===== src/rtl/mem_ctrl_pkg.sv =====
// -----------------------------------------------------------------------------
// mem_ctrl_pkg
//   Shared definitions for the memory controller: load/store op encodings
//   and the helpers that decode an op into a byte count and direction.
//   Imported by mem_ctrl and by anything that drives lsb_op.
// -----------------------------------------------------------------------------
package mem_ctrl_pkg;

    // Load/store op encodings carried on lsb_op.
    localparam logic [5:0] OP_LB  = 6'd1;
    localparam logic [5:0] OP_LH  = 6'd2;
    localparam logic [5:0] OP_LW  = 6'd3;
    localparam logic [5:0] OP_LBU = 6'd4;
    localparam logic [5:0] OP_LHU = 6'd5;
    localparam logic [5:0] OP_SB  = 6'd6;
    localparam logic [5:0] OP_SH  = 6'd7;
    localparam logic [5:0] OP_SW  = 6'd8;

    // Number of RAM bytes touched by an op. Anything unrecognised is
    // handled as a full word so the requester still gets a completion.
    function automatic logic [2:0] op_bytes(input logic [5:0] op);
        logic [2:0] n;
        case (op)
            OP_LB, OP_LBU, OP_SB: n = 3'd1;
            OP_LH, OP_LHU, OP_SH: n = 3'd2;
            OP_LW, OP_SW:         n = 3'd4;
            default:              n = 3'd4;
        endcase
        return n;
    endfunction

    // Only the three store encodings write; unknown ops read.
    function automatic logic op_is_store(input logic [5:0] op);
        return (op == OP_SB) || (op == OP_SH) || (op == OP_SW);
    endfunction

    // Byte idx (0 = least significant) of a little-endian word.
    function automatic logic [7:0] word_byte(input logic [31:0] w,
                                             input logic [1:0]  idx);
        return w[{idx, 3'b000} +: 8];
    endfunction

endpackage


===== src/rtl/mem_ctrl_if.sv =====
// -----------------------------------------------------------------------------
// mem_ctrl_if
//   Bundles the three buses around the memory controller:
//     - LSB request/response  (lsb_req/addr/op/wdata -> lsb_ok/rdata)
//     - fetch request/response (if_req/addr -> if_ok/data)
//     - byte-serial RAM/IO port (mem_a/dout/wr <- mem_din, io_buffer_full)
//   slave  : the controller's view (mem_ctrl)
//   master : the requesters' and RAM's view
// -----------------------------------------------------------------------------
interface mem_ctrl_if #(
    parameter int unsigned ADDR_W = 32
);
    // LSB side
    logic              lsb_req;
    logic [ADDR_W-1:0] lsb_addr;
    logic [5:0]        lsb_op;
    logic [31:0]       lsb_wdata;
    logic              lsb_ok;
    logic [31:0]       lsb_rdata;

    // Instruction-fetch side
    logic              if_req;
    logic [ADDR_W-1:0] if_addr;
    logic              if_ok;
    logic [31:0]       if_data;

    // RAM / IO port
    logic [7:0]        mem_din;
    logic [7:0]        mem_dout;
    logic [ADDR_W-1:0] mem_a;
    logic              mem_wr;
    logic              io_buffer_full;

    modport slave (
        input  lsb_req, lsb_addr, lsb_op, lsb_wdata,
        input  if_req, if_addr,
        input  mem_din, io_buffer_full,
        output lsb_ok, lsb_rdata,
        output if_ok, if_data,
        output mem_dout, mem_a, mem_wr
    );

    modport master (
        output lsb_req, lsb_addr, lsb_op, lsb_wdata,
        output if_req, if_addr,
        output mem_din, io_buffer_full,
        input  lsb_ok, lsb_rdata,
        input  if_ok, if_data,
        input  mem_dout, mem_a, mem_wr
    );

endinterface


===== src/rtl/mem_ctrl.sv =====
// -----------------------------------------------------------------------------
// mem_ctrl
//   Responder for the load/store buffer and the instruction-fetch unit.
//   Turns one byte/half/word request into byte-serial accesses on the
//   8-bit RAM/IO bus and returns a one-cycle ok pulse with the raw bytes.
//
// Ports
//   clk  : system clock
//   rst  : asynchronous active-high reset; aborts any access, no ok issued
//   rdy  : global enable; low freezes all state and drops mem_wr
//   bus  : mem_ctrl_if.slave
//            lsb_req/lsb_addr/lsb_op/lsb_wdata -> lsb_ok/lsb_rdata
//            if_req/if_addr                    -> if_ok/if_data
//            mem_din, io_buffer_full           -> mem_a/mem_dout/mem_wr
//
// Parameters
//   ADDR_W : address width of request and RAM ports
//   IO_HI  : addr[17:16] value marking the memory-mapped IO region; writes
//            there stall while io_buffer_full is high
// -----------------------------------------------------------------------------
module mem_ctrl
    import mem_ctrl_pkg::*;
#(
    parameter int unsigned ADDR_W = 32,
    parameter logic [1:0]  IO_HI  = 2'b11
) (
    input  logic       clk,
    input  logic       rst,
    input  logic       rdy,
    mem_ctrl_if.slave  bus
);

    typedef enum logic [1:0] {
        IDLE  = 2'd0,
        READ  = 2'd1,
        WRITE = 2'd2,
        DONE  = 2'd3
    } state_t;

    state_t            state;
    logic [2:0]        cnt;       // READ: edges seen; WRITE: bytes launched
    logic [2:0]        nbytes;
    logic [ADDR_W-1:0] addr_l;
    logic [31:0]       wdata_l;
    logic [31:0]       rbuf;
    logic              is_fetch;

    logic [1:0]        cap_idx;
    logic [31:0]       rbuf_next;
    logic              lsb_store;
    logic              lsb_stall;
    logic              wr_stall;

    // Read data for mem_a of cycle t arrives in t+1, so on a READ edge with
    // cnt = k the byte on mem_din belongs to index k-1.
    always_comb begin
        cap_idx   = cnt[1:0] - 2'd1;
        rbuf_next = rbuf;
        rbuf_next[{cap_idx, 3'b000} +: 8] = bus.mem_din;
    end

    always_comb begin
        lsb_store = op_is_store(bus.lsb_op);
        // Accept edge checks the incoming address; later edges the latched one.
        lsb_stall = (bus.lsb_addr[17:16] == IO_HI) && bus.io_buffer_full;
        wr_stall  = (addr_l[17:16] == IO_HI) && bus.io_buffer_full;
    end

    always_ff @(posedge clk or posedge rst) begin
        if (rst) begin
            state         <= IDLE;
            cnt           <= '0;
            nbytes        <= '0;
            addr_l        <= '0;
            wdata_l       <= '0;
            rbuf          <= '0;
            is_fetch      <= 1'b0;
            bus.lsb_ok    <= 1'b0;
            bus.lsb_rdata <= '0;
            bus.if_ok     <= 1'b0;
            bus.if_data   <= '0;
            bus.mem_a     <= '0;
            bus.mem_dout  <= '0;
            bus.mem_wr    <= 1'b0;
        end else if (!rdy) begin
            // Frozen: hold everything, but never leave a write strobe asserted.
            bus.mem_wr <= 1'b0;
        end else begin
            case (state)
                IDLE: begin
                    if (bus.lsb_req) begin
                        addr_l    <= bus.lsb_addr;
                        wdata_l   <= bus.lsb_wdata;
                        nbytes    <= op_bytes(bus.lsb_op);
                        is_fetch  <= 1'b0;
                        rbuf      <= '0;
                        bus.mem_a <= bus.lsb_addr;
                        if (lsb_store) begin
                            state        <= WRITE;
                            bus.mem_dout <= word_byte(bus.lsb_wdata, 2'd0);
                            if (lsb_stall) begin
                                // Byte 0 not launched yet; WRITE retries it.
                                bus.mem_wr <= 1'b0;
                                cnt        <= 3'd0;
                            end else begin
                                bus.mem_wr <= 1'b1;
                                cnt        <= 3'd1;
                            end
                        end else begin
                            state      <= READ;
                            bus.mem_wr <= 1'b0;
                            cnt        <= 3'd0;
                        end
                    end else if (bus.if_req) begin
                        addr_l     <= bus.if_addr;
                        nbytes     <= 3'd4;
                        is_fetch   <= 1'b1;
                        rbuf       <= '0;
                        bus.mem_a  <= bus.if_addr;
                        bus.mem_wr <= 1'b0;
                        cnt        <= 3'd0;
                        state      <= READ;
                    end
                end

                READ: begin
                    bus.mem_a <= bus.mem_a + ADDR_W'(1);
                    cnt       <= cnt + 3'd1;
                    if (cnt != 3'd0) begin
                        rbuf <= rbuf_next;
                        if (cnt == nbytes) begin
                            state <= DONE;
                            if (is_fetch) begin
                                bus.if_ok   <= 1'b1;
                                bus.if_data <= rbuf_next;
                            end else begin
                                bus.lsb_ok    <= 1'b1;
                                bus.lsb_rdata <= rbuf_next;
                            end
                        end
                    end
                end

                WRITE: begin
                    if (cnt == nbytes) begin
                        state      <= DONE;
                        bus.mem_wr <= 1'b0;
                        bus.lsb_ok <= 1'b1;
                    end else if (wr_stall) begin
                        bus.mem_wr <= 1'b0;
                    end else begin
                        // Address derived from the byte index so a stall in
                        // front of any byte cannot skew it.
                        bus.mem_a    <= addr_l + ADDR_W'(cnt);
                        bus.mem_dout <= word_byte(wdata_l, cnt[1:0]);
                        bus.mem_wr   <= 1'b1;
                        cnt          <= cnt + 3'd1;
                    end
                end

                DONE: begin
                    bus.lsb_ok <= 1'b0;
                    bus.if_ok  <= 1'b0;
                    state      <= IDLE;
                end

                default: begin
                    state <= IDLE;
                end
            endcase
        end
    end

endmodule

===== src/flat_wrapper.sv =====
// flat-port wrapper written by rule: the top's interface ports become plain ports
module mem_ctrl_flat import mem_ctrl_pkg::*;
#(
    parameter int unsigned ADDR_W = 32,
    parameter logic [1:0]  IO_HI  = 2'b11
)
  (clk, rst, rdy, bus_lsb_req, bus_lsb_addr, bus_lsb_op, bus_lsb_wdata, bus_if_req, bus_if_addr, bus_mem_din, bus_io_buffer_full, bus_lsb_ok, bus_lsb_rdata, bus_if_ok, bus_if_data, bus_mem_dout, bus_mem_a, bus_mem_wr);
  mem_ctrl_if #(.ADDR_W(ADDR_W)) bus_i ();
  input  logic clk;
  input  logic rst;
  input  logic rdy;
  input wire logic [$bits(bus_i.lsb_req)-1:0] bus_lsb_req;
  input wire logic [$bits(bus_i.lsb_addr)-1:0] bus_lsb_addr;
  input wire logic [$bits(bus_i.lsb_op)-1:0] bus_lsb_op;
  input wire logic [$bits(bus_i.lsb_wdata)-1:0] bus_lsb_wdata;
  input wire logic [$bits(bus_i.if_req)-1:0] bus_if_req;
  input wire logic [$bits(bus_i.if_addr)-1:0] bus_if_addr;
  input wire logic [$bits(bus_i.mem_din)-1:0] bus_mem_din;
  input wire logic [$bits(bus_i.io_buffer_full)-1:0] bus_io_buffer_full;
  output wire logic [$bits(bus_i.lsb_ok)-1:0] bus_lsb_ok;
  output wire logic [$bits(bus_i.lsb_rdata)-1:0] bus_lsb_rdata;
  output wire logic [$bits(bus_i.if_ok)-1:0] bus_if_ok;
  output wire logic [$bits(bus_i.if_data)-1:0] bus_if_data;
  output wire logic [$bits(bus_i.mem_dout)-1:0] bus_mem_dout;
  output wire logic [$bits(bus_i.mem_a)-1:0] bus_mem_a;
  output wire logic [$bits(bus_i.mem_wr)-1:0] bus_mem_wr;
  assign bus_i.lsb_req = bus_lsb_req;
  assign bus_i.lsb_addr = bus_lsb_addr;
  assign bus_i.lsb_op = bus_lsb_op;
  assign bus_i.lsb_wdata = bus_lsb_wdata;
  assign bus_i.if_req = bus_if_req;
  assign bus_i.if_addr = bus_if_addr;
  assign bus_i.mem_din = bus_mem_din;
  assign bus_i.io_buffer_full = bus_io_buffer_full;
  assign bus_lsb_ok = bus_i.lsb_ok;
  assign bus_lsb_rdata = bus_i.lsb_rdata;
  assign bus_if_ok = bus_i.if_ok;
  assign bus_if_data = bus_i.if_data;
  assign bus_mem_dout = bus_i.mem_dout;
  assign bus_mem_a = bus_i.mem_a;
  assign bus_mem_wr = bus_i.mem_wr;
  mem_ctrl #(.ADDR_W(ADDR_W), .IO_HI(IO_HI)) u_core (.clk(clk), .rst(rst), .rdy(rdy), .bus(bus_i));
endmodule

===== config.mk =====
export PLATFORM = sky130hd
export DESIGN_NAME = mem_ctrl_flat
export DESIGN_NICKNAME = d
export VERILOG_FILES = /design/src/rtl/mem_ctrl_pkg.sv /design/src/rtl/mem_ctrl_if.sv /design/src/rtl/mem_ctrl.sv /design/src/flat_wrapper.sv
export SDC_FILE = /design/constraint.sdc
export NUM_CORES = 1
export LEC_CHECK = 0
export CAP_MARGIN = 0
export CELL_PAD_IN_SITES_DETAIL_PLACEMENT = 0
export CELL_PAD_IN_SITES_GLOBAL_PLACEMENT = 2
export CORE_MARGIN = 5
export CORE_UTILIZATION = 30
export CTS_BUF_LIST = sky130_fd_sc_hd__clkbuf_2 sky130_fd_sc_hd__clkbuf_4 sky130_fd_sc_hd__clkbuf_8
export DETAILED_ROUTE_END_ITERATION = 8
export GPL_TIMING_DRIVEN = 0
export PLACE_DENSITY_LB_ADDON = 0.12
export SYNTH_ARGS = -nofsm -noshare
export SYNTH_HDL_FRONTEND = slang
export SYNTH_SLANG_ARGS = --single-unit

===== constraint.sdc =====
create_clock -name clk -period 8.1 [get_ports clk]
set_input_delay 1.62 -clock clk [delete_from_list [all_inputs] [get_ports clk]]
set_output_delay 1.62 -clock clk [all_outputs]
set_load 0.05 [all_outputs]

==> impl_metrics.tcl <==
set metrics [dict create \
    outcome "finished, final reports clean" \
    post_synth_instance_area_sq_um 11000 \
    critical_path_required_ns 8.53 \
    power.density_cell_area_nw_per_um2 392 \
    synth-edff-count 0 \
    final_cell_count_no_fill 1854 \
    hold_buffers 0 \
    grt_remaining_overflow 0 \
    place_area_sq_um 13800 \
    die_y_um 202 \
    grt_busiest_layer "met2" \
    synthFlopType "sky130_fd_sc_hd__dfrtp_1" \
    gp_congestion 0.842 \
    grtUsageMet3_pct 3.87 \
    finalSetupViolCount 0 \
    clkSlewWorstSetupHoldPaths_ns 0.06 \
    worstRegToRegCells 9 \
    dieWidth_um 202 \
    highest_count_cells_in_the_layout_ignoring_fill_and_taps "sky130_fd_sc_hd__clkdlybuf4s50_1 (214), sky130_fd_sc_hd__dfrtp_1 (212), sky130_fd_sc_hd__nand2_1 (112)" \
    setup.worst_path.start_class "primary input" \
    final_core_utilization_pct 40.2 \
    final.period_utilization_pct 46.9 \
    grt_use_met1_pct 27.9 \
    count_of_pins_on_the_block_boundary 223 \
    tritoncts "yes" \
    drt.antenna.violating_nets 0 \
    cell_internal_pwr_uw 3120 \
    sw_pwr_uw 2640 \
    synth.distinct_cells 63 \
    worst-slew-pin-transition_ns 1.18 \
    first_pass_grt_wire_length_um 61900 \
    place_ws_ns 3.75 \
    setup_tns_final_ns 0 \
    ctsResizeCount 0 \
    detailed_place_hpwl_um 29000 \
    max_slew_margin_pct 20.6 \
    insertedDiodeCount 0 \
    worstSetupStartpoint "bus_lsb_req" \
    seq_power_share_pct 31.5 \
    pin_count_of_the_biggest_net_entering_global_routing 124 \
    final_layout_size_suffix_gt1_share_pct 13.2 \
    slew_violations 0 \
    synth_async_sr_flop_share_pct 100 \
    static_leakage_power_uw 0.00613 \
    rows 70 \
    cp_data_arrival_time_ns 4.23 \
    hold-path-endpoint "u_core.bus.if_data[13]" \
    detail_route.iter0.violations 633 \
    grt_use_total_pct 19.5 \
    cts_max_level 2 \
    design.die.area_sq_um 40800 \
    clkPwrFrac_pct 19.7 \
    num-nets-final 1494 \
    combinational_group_share_of_total_power_pct 48.8 \
    syn_nets 1235 \
    drc 0 \
    post-synth-top-area-cell "sky130_fd_sc_hd__dfrtp_1" \
    place.port_buffers 214 \
    cts-buffers-inserted 42 \
    r2r_start "u_core.cnt[0]" \
    stdcell_area_sq_um 14700 \
    mostFrequentLayoutCell "sky130_fd_sc_hd__clkdlybuf4s50_1" \
    initial_core_util_pct 30.2 \
    timing_hold_violations_final 0 \
    timing.hold.worst.class "flop to flop" \
    worstPathMaxFanout 10 \
    clock_skew_ns 0.0207 \
    placedCellCount 1781 \
    holdPathStages 2 \
    final.setup.worst_slack_ns 4.30 \
    maxCapViolations 0 \
    ff2ff_setup_slack_ns 4.64 \
    vdd.ir_drop.worst_uv 182 \
    cts_setup_buffers 0 \
    finalWorstPathRequiredPeriod_ns 3.80 \
    netSwitchingFraction_pct 45.9 \
    synth_cells 1098 \
    global_route.usage.met2_pct 30.9 \
    vias_per_cell 5.14 \
    synth_seq_area_share_pct 48.0 \
    area_growth_pct 32.9 \
    drt_pre_antenna_iters 5 \
    critical_path.endpoint_type "flop" \
    max-clock-path-buffers 3 \
    core-area_sq_um 36500 \
    avgRoutedWirePerCell_um 21.9 \
    synth_area_leaders "sky130_fd_sc_hd__dfrtp_1 (48%), sky130_fd_sc_hd__mux2_2 (6.2%), sky130_fd_sc_hd__o21ai_0 (4.2%)" \
    initial_antenna_violation_count 0 \
    yosys_register_bits 212 \
    postRouteWirelength_um 40600 \
    worst-setup-path-type "primary input to flop" \
    hold_path.startpoint "u_core.bus.if_data[13]" \
    synth-warning-count 0 \
    synth_top_area_share_pct 48.0 \
    avgSynthCellArea_sq_um 10.1 \
    timing.rr.end "u_core.rbuf[8]" \
    max_freq_mhz 263 \
    clock_latency_ns 0.56 \
    num_vias 9529 \
    cts_sinks 212 \
    unrepaired_setup_endpoints_after_global_routing "false" \
    first_global_vias 9878 \
    cts_root_buffer "sky130_fd_sc_hd__clkbuf_8" \
    num-fill-cells 3674 \
]
cells in the mapped netlist (7+ instances only):
cell type and instances:
sky130_fd_sc_hd__a21oi_1 86, sky130_fd_sc_hd__a221oi_1 18, sky130_fd_sc_hd__a22o_1 34, sky130_fd_sc_hd__a31o_2 7, sky130_fd_sc_hd__a31oi_1 8, sky130_fd_sc_hd__and2_1 11
sky130_fd_sc_hd__and3_1 13, sky130_fd_sc_hd__and4_1 7, sky130_fd_sc_hd__buf_1 12, sky130_fd_sc_hd__buf_2 18, sky130_fd_sc_hd__clkbuf_1 42, sky130_fd_sc_hd__dfrtp_1 212
sky130_fd_sc_hd__ha_1 20, sky130_fd_sc_hd__inv_1 13, sky130_fd_sc_hd__mux2_2 61, sky130_fd_sc_hd__mux2i_1 32, sky130_fd_sc_hd__mux4_2 8, sky130_fd_sc_hd__nand2_1 112
sky130_fd_sc_hd__nand3_1 38, sky130_fd_sc_hd__nand4_1 16, sky130_fd_sc_hd__nor2_1 67, sky130_fd_sc_hd__nor2b_1 41, sky130_fd_sc_hd__nor3_1 17, sky130_fd_sc_hd__o21ai_0 92
sky130_fd_sc_hd__o31ai_1 9, sky130_fd_sc_hd__xnor2_1 27, sky130_fd_sc_hd__xor2_1 20
registers in the layout (all words and copies together) (netlist names):
signal and flops:
u_core.addr_l 32, u_core.bus.if_data 32, u_core.bus.if_ok 1, u_core.bus.lsb_ok 1, u_core.bus.lsb_rdata 32, u_core.bus.mem_a 32
u_core.bus.mem_dout 8, u_core.bus.mem_wr 1, u_core.cnt 3, u_core.is_fetch 1, u_core.nbytes 3, u_core.rbuf 32
u_core.state 2, u_core.wdata_l 32
power groups by stage:
stage / combinational [uW] / sequential (uW) / clock (uW)
2_1_floorplan: 1240 / 2350 / 0
3_3_place_gp: 2800 / 1830 / 0
3_5_place_dp: 2820 / 1830 / 0
4_1_cts: 2830 / 1810 / 1180
5_1_grt: 3030 / 1870 / 1220
6_report: 2810 / 1820 / 1130
layer usage:
layer / routed length, um / up-vias
met3: 2150 / 43
met5: 0 / -
met4: 585 / 0
li1: - / 4467
met2: 18500 / 255
met1: 19300 / 4764
critical path, cell delays in order:
cell and delay, ns:
sky130_fd_sc_hd__clkdlybuf4s50_1 0.51, sky130_fd_sc_hd__buf_2 0.35, sky130_fd_sc_hd__buf_2 0.47, sky130_fd_sc_hd__buf_2 0.54, sky130_fd_sc_hd__mux2i_1 0.42, sky130_fd_sc_hd__nor3_1 0.08, sky130_fd_sc_hd__a21oi_1 0.13, sky130_fd_sc_hd__o21ai_0 0.09
metrics by stage:
stage	power, uW	hold slack (ns)
after detailed placement	4650	0.472
after global routing	6120	0.502
after global placement	4630	0.464
after floorplan	3590	0.458
after CTS	5820	0.484
final	5760	0.476
worst max-delay path by stage:
stage | cells after the start | to
floorplan | 1 | u_core.addr_l[0]
global route | 8 | u_core.bus.mem_a[11]
detailed placement | 8 | u_core.bus.mem_a[19]
global placement | 2 | u_core.wdata_l[24]
CTS | 8 | u_core.bus.mem_a[19]
finish | 8 | u_core.bus.mem_a[19]
cell families after synthesis:
group	count (synthesis)	share of synthesized area [%]
buf+inv	87	3.23
compound gates	286	16.4
simple gates	341	15.0
fa+ha+maj	21	2.45
xor+xnor	50	4.17
mux	101	10.7
flops	212	48.0
final cells by class:
cell class	instances	area, sq um	share of cell area [%]
Buffer	74	308	2.10
Clock buffer	69	837	5.70
Clock inverter	4	28.8	0.196
Inverter	13	56.3	0.384
Multi-Input combinational cell	799	5390	36.7
Sequential cell	212	5310	36.1
Tap cell	468	586	3.99
Timing Repair Buffer	215	2170	14.8
(Power assumes the default switching activity.)
